File: config.mk
export PLATFORM = sky130hd
export DESIGN_NAME = reg_dump_reader
export DESIGN_NICKNAME = d
export VERILOG_FILES = /design/src/rtl/reg_dump_reader_pkg.sv /design/src/rtl/reg_dump_reader_byte_serializer.sv /design/src/rtl/reg_dump_reader.sv
export SDC_FILE = /design/constraint.sdc
export NUM_CORES = 1
export LEC_CHECK = 0
export BUFFER_PORTS_ARGS = -buffer_cell sky130_fd_sc_hd__buf_2
export CORE_MARGIN = 2
export CORE_UTILIZATION = 56
export CTS_CLUSTER_DIAMETER = 200
export DETAILED_ROUTE_END_ITERATION = 16
export PLACE_DENSITY = 0.91
export SLEW_MARGIN = 15
export SYNTH_ARGS = -nofsm -noshare
export SYNTH_HDL_FRONTEND = slang
export SYNTH_SLANG_ARGS = --single-unit
File: constraint.sdc
create_clock -name i_clock -period 4 [get_ports i_clock]
set_input_delay 0.2 -clock i_clock [delete_from_list [all_inputs] [get_ports i_clock]]
set_output_delay 0.2 -clock i_clock [all_outputs]
set_load 0.005 [all_outputs]
File: src/rtl/reg_dump_reader_pkg.sv
// Shared parameters and state encoding for the register dump reader.
// Optional build macro: DUMP_CHECKSUM_EN adds the CKSUM state.
package reg_dump_reader_pkg;

    localparam int DEF_NB_DATA = 32;  // register word width
    localparam int DEF_NB_REG  = 5;   // register address width
    localparam int DEF_NB_BYTE = 8;   // transmit byte width
    localparam int DEF_N_REGS  = 32;  // registers dumped per request

    typedef enum logic [2:0] {
        IDLE     = 3'd0,
        SET_ADDR = 3'd1,
        CAPTURE  = 3'd2,
        SEND     = 3'd3,
        NEXT     = 3'd4,
`ifdef DUMP_CHECKSUM_EN
        CKSUM    = 3'd5,
`endif
        DONE     = 3'd6
    } state_t;

endpackage

File: src/rtl/reg_dump_reader_byte_serializer.sv
// dump_byte_serializer: holds one captured word and hands it to the UART
// transmitter MSB byte first over a valid/ready handshake. A "single" load
// sends only the low byte of i_word (used for the trailing checksum byte).
module dump_byte_serializer
    import reg_dump_reader_pkg::*;
#(
    parameter int NB_DATA = DEF_NB_DATA,
    parameter int NB_BYTE = DEF_NB_BYTE
) (
    input  logic               i_clock,
    input  logic               i_reset,
    input  logic               i_load,
    input  logic               i_load_single,
    input  logic [NB_DATA-1:0] i_word,
    output logic [NB_BYTE-1:0] o_tx_data,
    output logic               o_tx_valid,
    input  logic               i_tx_ready,
    output logic               o_last
);

    localparam int N_BYTES = NB_DATA / NB_BYTE;
    localparam int NB_CNT  = (N_BYTES > 1) ? $clog2(N_BYTES) : 1;
    localparam logic [NB_CNT-1:0] LAST_CNT = NB_CNT'(N_BYTES - 1);

    logic [NB_DATA-1:0] word;
    logic [NB_CNT-1:0]  cnt;
    logic               valid;
    logic               xfer;

    assign xfer       = valid & i_tx_ready;
    assign o_tx_data  = word[NB_DATA-1 -: NB_BYTE];
    assign o_tx_valid = valid;
    assign o_last     = xfer && (cnt == LAST_CNT);

    // Word shifts left after each accepted byte so the offered byte is always
    // the top slice and cannot change while the transmitter stalls.
    always_ff @(posedge i_clock or negedge i_reset) begin
        if (!i_reset) begin
            word  <= '0;
            cnt   <= '0;
            valid <= 1'b0;
        end else if (i_load) begin
            word  <= i_load_single ? {i_word[NB_BYTE-1:0], {(NB_DATA-NB_BYTE){1'b0}}}
                                   : i_word;
            cnt   <= i_load_single ? LAST_CNT : '0;
            valid <= 1'b1;
        end else if (xfer) begin
            if (cnt == LAST_CNT) begin
                valid <= 1'b0;
            end else begin
                word <= word << NB_BYTE;
                cnt  <= cnt + 1'b1;
            end
        end
    end

endmodule

File: src/rtl/reg_dump_reader.sv
// reg_dump_reader: while the pipeline is halted, walks all registers through
// the debug read port and streams their contents out as bytes.
// Optional build macro: DUMP_CHECKSUM_EN appends an XOR checksum byte.
module reg_dump_reader
    import reg_dump_reader_pkg::*;
#(
    parameter int NB_DATA = DEF_NB_DATA,
    parameter int NB_REG  = DEF_NB_REG,
    parameter int NB_BYTE = DEF_NB_BYTE,
    parameter int N_REGS  = DEF_N_REGS
) (
    input  logic               i_clock,
    input  logic               i_reset,
    input  logic               i_start,
    input  logic               i_halted,
    output logic               o_br_enable,
    output logic [NB_REG-1:0]  o_br_addr,
    input  logic [NB_DATA-1:0] i_br_data,
    output logic [NB_BYTE-1:0] o_tx_data,
    output logic               o_tx_valid,
    input  logic               i_tx_ready,
    output logic               o_busy,
    output logic               o_done
);

    state_t             state;
    state_t             next_state;
    logic [NB_REG-1:0]  index;
    logic               last_idx;
    logic               ser_load;
    logic               ser_single;
    logic               ser_last;
    logic [NB_DATA-1:0] ser_word;

    assign last_idx  = (index == NB_REG'(N_REGS - 1));
    assign o_br_addr = index;

    // State register
    always_ff @(posedge i_clock or negedge i_reset) begin
        if (!i_reset) state <= IDLE;
        else          state <= next_state;
    end

    // Next-state logic; start requests are only looked at in IDLE
    always_comb begin
        next_state = state;
        case (state)
            IDLE:     if (i_start && i_halted) next_state = SET_ADDR;
            SET_ADDR: next_state = CAPTURE;
            CAPTURE:  next_state = SEND;
            SEND:     if (ser_last) next_state = NEXT;
            NEXT: begin
                if (last_idx) begin
`ifdef DUMP_CHECKSUM_EN
                    next_state = CKSUM;
`else
                    next_state = DONE;
`endif
                end else begin
                    next_state = SET_ADDR;
                end
            end
`ifdef DUMP_CHECKSUM_EN
            CKSUM:    if (ser_last) next_state = DONE;
`endif
            DONE:     next_state = IDLE;
            default:  next_state = IDLE;
        endcase
    end

    // Output decode: busy/read-port select across the whole dump, done pulse in DONE
    always_comb begin
        o_busy      = (state != IDLE) && (state != DONE);
        o_br_enable = (state != IDLE) && (state != DONE);
        o_done      = (state == DONE);
        ser_load    = (state == CAPTURE);
        ser_single  = 1'b0;
`ifdef DUMP_CHECKSUM_EN
        if ((state == NEXT) && last_idx) begin
            ser_load   = 1'b1;
            ser_single = 1'b1;
        end
`endif
    end

    // Register index: advances between words, returns to 0 as the dump completes
    always_ff @(posedge i_clock or negedge i_reset) begin
        if (!i_reset)                            index <= '0;
        else if (next_state == DONE)             index <= '0;
        else if ((state == NEXT) && !last_idx)   index <= index + 1'b1;
    end

`ifdef DUMP_CHECKSUM_EN
    logic [NB_BYTE-1:0] cksum;

    // Running XOR of every register byte accepted by the transmitter
    always_ff @(posedge i_clock or negedge i_reset) begin
        if (!i_reset)                                      cksum <= '0;
        else if (state == IDLE)                            cksum <= '0;
        else if ((state == SEND) && o_tx_valid && i_tx_ready) cksum <= cksum ^ o_tx_data;
    end

    assign ser_word = (state == NEXT) ? NB_DATA'(cksum) : i_br_data;
`else
    assign ser_word = i_br_data;
`endif

    dump_byte_serializer #(
        .NB_DATA (NB_DATA),
        .NB_BYTE (NB_BYTE)
    ) u_serializer (
        .i_clock       (i_clock),
        .i_reset       (i_reset),
        .i_load        (ser_load),
        .i_load_single (ser_single),
        .i_word        (ser_word),
        .o_tx_data     (o_tx_data),
        .o_tx_valid    (o_tx_valid),
        .i_tx_ready    (i_tx_ready),
        .o_last        (ser_last)
    );

endmodule

==> results of run 1 <==
==> worst max-delay path by stage <==
| stage | cells after the start | endpoint | slack [ns] | start |
|---|---|---|---|---|
| final | 4 | u_serializer.word[1] | 1.82 | u_serializer.cnt[0] |
| after global placement | 4 | u_serializer.word[2] | 1.90 | u_serializer.cnt[0] |
| after detailed placement | 4 | u_serializer.word[4] | 1.86 | u_serializer.cnt[0] |
| after floorplan | 6 | state[0] | 2.32 | o_br_addr[0] |
| after global routing | 4 | u_serializer.word[4] | 1.64 | u_serializer.cnt[0] |
| after CTS | 4 | u_serializer.word[4] | 1.83 | u_serializer.cnt[0] |
==> cell type report <==
type | instances | area share, %
repair buffers | 54 | 11.9
clock buffers | 8 | 3.00
multi-input cells | 128 | 35.6
flip-flops and latches | 43 | 46.8
inverters | 1 | 0.163
well taps | 46 | 2.51
==> worst max-delay path, stage by stage, from the launching register on <==
cell	delay, ns
dfrtp_1	0.41
ha_1	0.24
and3b_1	0.84
nor2_1	0.32
a22o_1	0.26
==> metal layers <==
metal	vias to the layer above	part of all wire, %	GRT usage, %
li1	767	-	-
met1	753	46	28.3
met3	6	5.4	4.93
met2	44	47	33.5
met5	-	0	0
met4	0	1.1	6.52
==> logic make-up (layout without fill, tap and decap cells) <==
logic type,Yosys count,after routing
and+or+nand+nor,56,56
AOI/OAI and AO/OA,67,67
xor gates and xnor gates,1,1
adders and majority gates,3,3
buffers and inverters,23,63
muxes,1,1
DFF,43,43
==> where the power goes <==
| part | switching, mW | internal [mW] | leakage, nW |
|---|---|---|---|
| sequential | 0.124 | 0.626 | 0.532 |
| clock | 0.136 | 0.104 | 0.0386 |
| combinational | 0.354 | 0.328 | 0.574 |
==> metrics by stage <==
stage | worst slack (ns) | cells
2_1_floorplan | 2.32 | 194
3_3_place_gp | 1.90 | 272
3_5_place_dp | 1.86 | 272
4_1_cts | 1.83 | 280
5_1_grt | 1.64 | 280
6_report | 1.82 | 280
==> registers in the layout, indices dropped and copies added, names as in the netlist <==
name	flops
o_br_addr	5
state	3
u_serializer.cnt	2
u_serializer.o_tx_valid	1
u_serializer.word	32
==> cells in the final DEF, fill, tap and decap left out, types with 2 or more instances in the layout <==
cell,Yosys,routed
a21oi_1,26,26
a22o_1,8,8
a2bb2oi_1,24,24
and2b_1,2,2
buf_2,9,53
clkbuf_4,0,5
clkbuf_8,0,2
dfrtp_1,43,43
ha_1,3,3
nand2_1,34,34
nand2b_1,3,3
nor2_1,2,2
nor2b_1,3,3
o21ai_0,3,3
==> results.sh, run 1 <==
export IMPL_fillCellCount=257
export IMPL_fmax_mhz=458
export IMPL_grt_pass1_wl_um=6680
export IMPL_ys_ff_latch=43
export IMPL_n_antenna_cell=0
export IMPL_synth_compound_area_share_pct=23.4
export IMPL_clock_latency_ns=0.35
export IMPL_die_w_um=64.1
export IMPL_end_kind="flop"
export IMPL_synthTopCellsByCount="dfrtp_1, nand2_1, a21oi_1"
export IMPL_drive_gt1_share_pct=27.4
export IMPL_status="finished, violations left"
export IMPL_arrival_ns=2.43
export IMPL_first_iter_violations=150
export IMPL_hold_ws_ns=-0.0283
export IMPL_critPathLaunchType="flop"
export IMPL_vias_per_cell=5.61
export IMPL_hold_viol=43
export IMPL_worst_ep_required_time_ns=4.25
export IMPL_tns_ns=0
export IMPL_yosysTopAreaCellShare_pct=53.3
export IMPL_place_congestion=0.773
export IMPL_numCtsBuffers=5
export IMPL_overflow=0
export IMPL_worstPathMaxFanout=27
export IMPL_synth_xor_area_share_pct=0.434
export IMPL_start_util_pct=59.6
export IMPL_yosysSeqAreaShare_pct=53.3
export IMPL_cts_num_sinks=43
export IMPL_syn_num_nets=234
export IMPL_firstDrtPassIters=4
export IMPL_relSlewSlack_pct=34.1
export IMPL_synthAdderAreaFrac_pct=1.86
export IMPL_tritoncts="yes"
export IMPL_final_max_slew_viol_count=0
export IMPL_dpl_cell_area_mm2=0.00223
export IMPL_reg2reg_setup_slack_ns=1.82
export IMPL_grt_max_degree=44
export IMPL_io_buffers=53
export IMPL_fin_util_pct=67.8
export IMPL_critPathKind="flop to flop"
export IMPL_synth_most_common_cell="dfrtp_1"
export IMPL_violations="hold timing"
export IMPL_cts_buffer_depth=2
export IMPL_synth_top_family_by_area="compound AO/OA/AOI/OAI gates"
export IMPL_async_reset_ff_share_pct=100
export IMPL_grt_pass1_vias=1486
export IMPL_r2r_start="u_serializer.cnt[0]"
export IMPL_chipHeight_um=64.1
export IMPL_wire_per_inst_um=14.1
export IMPL_syn_area_per_cell_um2=10.4
export IMPL_synthCells=194
export IMPL_fin_area_mm2=0.00230
export IMPL_min_period_ns=2.18
export IMPL_finalNetCount=273
export IMPL_drt_wl_total_um=3960
export IMPL_root_buffer="clkbuf_4"
export IMPL_seq_area_mm2=0.00108
export IMPL_dr_total_vias=1570
export IMPL_worstRegToRegCells=4
export IMPL_rows=21
export IMPL_ys_flop_type="dfrtp_1"
export IMPL_post_cts_buffers=0
export IMPL_htreeDepth=2
export IMPL_cts_hold_buf=0
export IMPL_setup_violations=0
export IMPL_antenna_found_initial=0
export IMPL_ios=54
export IMPL_ir_drop_mv=0.395
export IMPL_synth_cell_type_count=35
export IMPL_area_delta_synth_final_pct=13.8
export IMPL_grt_setup_unrepaired="no"
export IMPL_grt_usage_pct=20.9
export IMPL_fin_worst_skew_ns=0.00660
export IMPL_tightest_slew_ns=0.989
export IMPL_post_cts_resized=0
export IMPL_synthTopCellsByArea="dfrtp_1, a2bb2oi_1, a21oi_1"
export IMPL_multi_input_area_um2=818
export IMPL_power_leakage_nw=1.14
export IMPL_coreArea_mm2=0.00339
export IMPL_drcViolationCount=0
export IMPL_min_delay_path_class="input pin to asynchronous set/reset pin"
export IMPL_yosysTopAreaCell="dfrtp_1"
export IMPL_place_hpwl_um=2710
export IMPL_fp_dieArea_mm2=0.00410
export IMPL_ant_nets=0
export IMPL_timing_max_cap_violations=0
export IMPL_synth_warnings=0
export IMPL_power_mw=1.67
export IMPL_yosys_area_share_simple_pct=14.0
export IMPL_syn_area_mm2=0.00202
export IMPL_synth_mux_area_share_pct=0.558
export IMPL_reg2reg_to="u_serializer.word[1]"
export IMPL_synth_edf_count=0
export IMPL_clk_pin_slew_ns=0.12
export IMPL_period_share_pct=54.6
export IMPL_powerDensity_mw_per_mm2=727
(Power assumes the default switching activity.)
==> inputs of run 2 (changes only) <==
--- a/config.mk
+++ b/config.mk
@@ -7,10 +7,10 @@
 export LEC_CHECK = 0
 export BUFFER_PORTS_ARGS = -buffer_cell sky130_fd_sc_hd__buf_2
 export CORE_MARGIN = 2
-export CORE_UTILIZATION = 56
+export CORE_UTILIZATION = 47
 export CTS_CLUSTER_DIAMETER = 200
 export DETAILED_ROUTE_END_ITERATION = 16
-export PLACE_DENSITY = 0.91
+export PLACE_DENSITY = 0.82
 export SLEW_MARGIN = 15
 export SYNTH_ARGS = -nofsm -noshare
 export SYNTH_HDL_FRONTEND = slang
==> constraint.sdc (replaced) <==
create_clock -name i_clock -period 1.9 [get_ports i_clock]
set_input_delay 0.095 -clock i_clock [delete_from_list [all_inputs] [get_ports i_clock]]
set_output_delay 0.095 -clock i_clock [all_outputs]
set_load 0.005 [all_outputs]
==> run 2 against run 1 <==
  * The run now ends clean
  * Final area grew 3.6%
  * Largest cell class unchanged
  * Highest routed layer unchanged
  * Critical endpoint is now state[0]
  * Clock skew grew 0.00074 ns
  * Non-clock buffer count grew 8
==> results.sh, run 2 (synthesis results as in run 1) <==
export IMPL_status="completed"
export IMPL_drive_gt1_share_pct=29.3
export IMPL_seq_area_mm2=0.00108
export IMPL_fmax_mhz=566
export IMPL_critPathKind="flop to flop"
export IMPL_first_iter_violations=101
export IMPL_end_kind="flop"
export IMPL_tightest_slew_ns=0.832
export IMPL_fp_dieArea_mm2=0.00484
export IMPL_critical_path_cell_chain="ha_1 > and3_1 > ha_1 > mux2_2 > o31ai_1"
export IMPL_worstPathMaxFanout=10
export IMPL_numCtsBuffers=5
export IMPL_largest_reg_flops=32
export IMPL_cts_num_sinks=43
export IMPL_power_leakage_nw=1.18
export IMPL_critical_path_max_stage_delay_ns=0.42
export IMPL_hold_viol=0
export IMPL_fin_worst_skew_ns=0.00734
export IMPL_grt_usage_pct=18.3
export IMPL_cts_buffer_depth=2
export IMPL_grt_max_degree=40
export IMPL_grt_pass1_vias=1559
export IMPL_tns_ns=0
export IMPL_finalNetCount=281
export IMPL_layout_setup_ws_ns=0.134
export IMPL_htreeDepth=2
export IMPL_place_ws_ns=0.174
export IMPL_chipHeight_um=69.6
export IMPL_drcViolationCount=0
export IMPL_firstDrtPassIters=4
export IMPL_final_cell_mix="buf_2, dfrtp_1, nand2_1, a21oi_1, a2bb2oi_1"
export IMPL_cp_num_buf_inv=0
export IMPL_post_cts_resized=0
export IMPL_final_max_slew_viol_count=0
export IMPL_ir_drop_mv=0.817
export IMPL_drt_wl_total_um=3990
export IMPL_hold_ws_ns=0.0178
export IMPL_coreArea_mm2=0.00406
export IMPL_top_register="u_serializer.word"
export IMPL_setup_violations=0
export IMPL_timing_max_cap_violations=0
export IMPL_multi_input_area_um2=818
export IMPL_area_delta_synth_final_pct=17.9
export IMPL_ant_nets=0
export IMPL_antenna_found_initial=0
export IMPL_crit_family="adder cells"
export IMPL_fin_util_pct=58.7
export IMPL_n_antenna_cell=0
export IMPL_tritoncts="yes"
export IMPL_die_w_um=69.6
export IMPL_clock_latency_ns=0.30
export IMPL_relSlewSlack_pct=44.5
export IMPL_grt_setup_unrepaired="no"
export IMPL_place_congestion=0.818
export IMPL_min_delay_path_class="input pin to flop"
export IMPL_overflow=0
export IMPL_period_share_pct=92.9
export IMPL_clk_pin_slew_ns=0.08
export IMPL_start_util_pct=49.8
export IMPL_fin_area_mm2=0.00238
export IMPL_grt_pass1_wl_um=7130
export IMPL_final_common_cell="buf_2"
export IMPL_dpl_cell_area_mm2=0.00229
export IMPL_powerDensity_mw_per_mm2=1510
export IMPL_rows=23
export IMPL_critPathLaunchType="flop"
export IMPL_cp_slowest_cell="dfrtp_1"
export IMPL_arrival_ns=1.96
export IMPL_vias_per_cell=5.45
export IMPL_root_buffer="clkbuf_8"
export IMPL_dr_total_vias=1591
export IMPL_io_buffers=53
export IMPL_fillCellCount=358
export IMPL_wire_per_inst_um=13.7
export IMPL_worst_ep_required_time_ns=2.10
export IMPL_ios=54
export IMPL_place_hpwl_um=2800
export IMPL_cp_common_cell="ha_1"
export IMPL_min_period_ns=1.77
-- run 2: changes by cell type in the layout (fill, tap and decap cells not counted) --
cell	change
buf_4	+7
clkbuf_4	-5
clkbuf_8	+3
clkinv_2	+1
clkinvlp_4	+1
dlygate4sd3_1	+1
-- run 2: repair_timing --
action | 4_1_cts | 5_1_grt
setup buffers | 0 | 0
hold endpoints to repair | 37 | 0
endpoints found under the setup margin | 0 | 0
hold buffers | 1 | 0
-- run 2: routing by layer --
metal,GRT usage [%],wire length [µm],up-vias
met5,0,0,-
met4,6.54,57,0
met3,5.52,306,6
met2,27.2,1800,66
met1,25.5,1820,733
li1,-,-,786
-- run 2: path summary, 6_finish.rpt --
| check | start | slack (ns) | cells after the start | endpoint |
|---|---|---|---|---|
| min in group asynchronous | i_reset | 0.44 | 2 | u_serializer.word[31] |
| worst max-delay path | o_br_addr[0] | 0.13 | 5 | state[0] |
| max in group asynchronous | i_reset | 0.89 | 3 | u_serializer.word[29] |
| worst min register to register | u_serializer.word[2] | 0.51 | 1 | u_serializer.word[2] |
| worst min-delay path | i_br_data[7] | 0.02 | 2 | u_serializer.word[7] |
| worst max register to register | o_br_addr[0] | 0.13 | 5 | state[0] |
-- run 2: area by class of cell --
type	instances	area share, %
sequential	43	45.2
multi-input combinational	128	34.4
timing repair buffer	62	14.1
clock buffer	6	3.05
tap	50	2.63
clock inverter	2	0.525
inverter	1	0.158
-- run 2: per-stage QoR --
step | total power [mW] | cells
finish | 3.60 | 292
global route | 3.93 | 292
CTS | 3.64 | 292
detailed placement | 3.08 | 283
global placement | 3.01 | 283
floorplan | 2.74 | 194
-- run 2: power by group --
part	total, mW	switching [mW]	internal [mW]
Sequential	1.58	0.254	1.32
Combinational	1.46	0.739	0.725
Clock	0.562	0.305	0.257
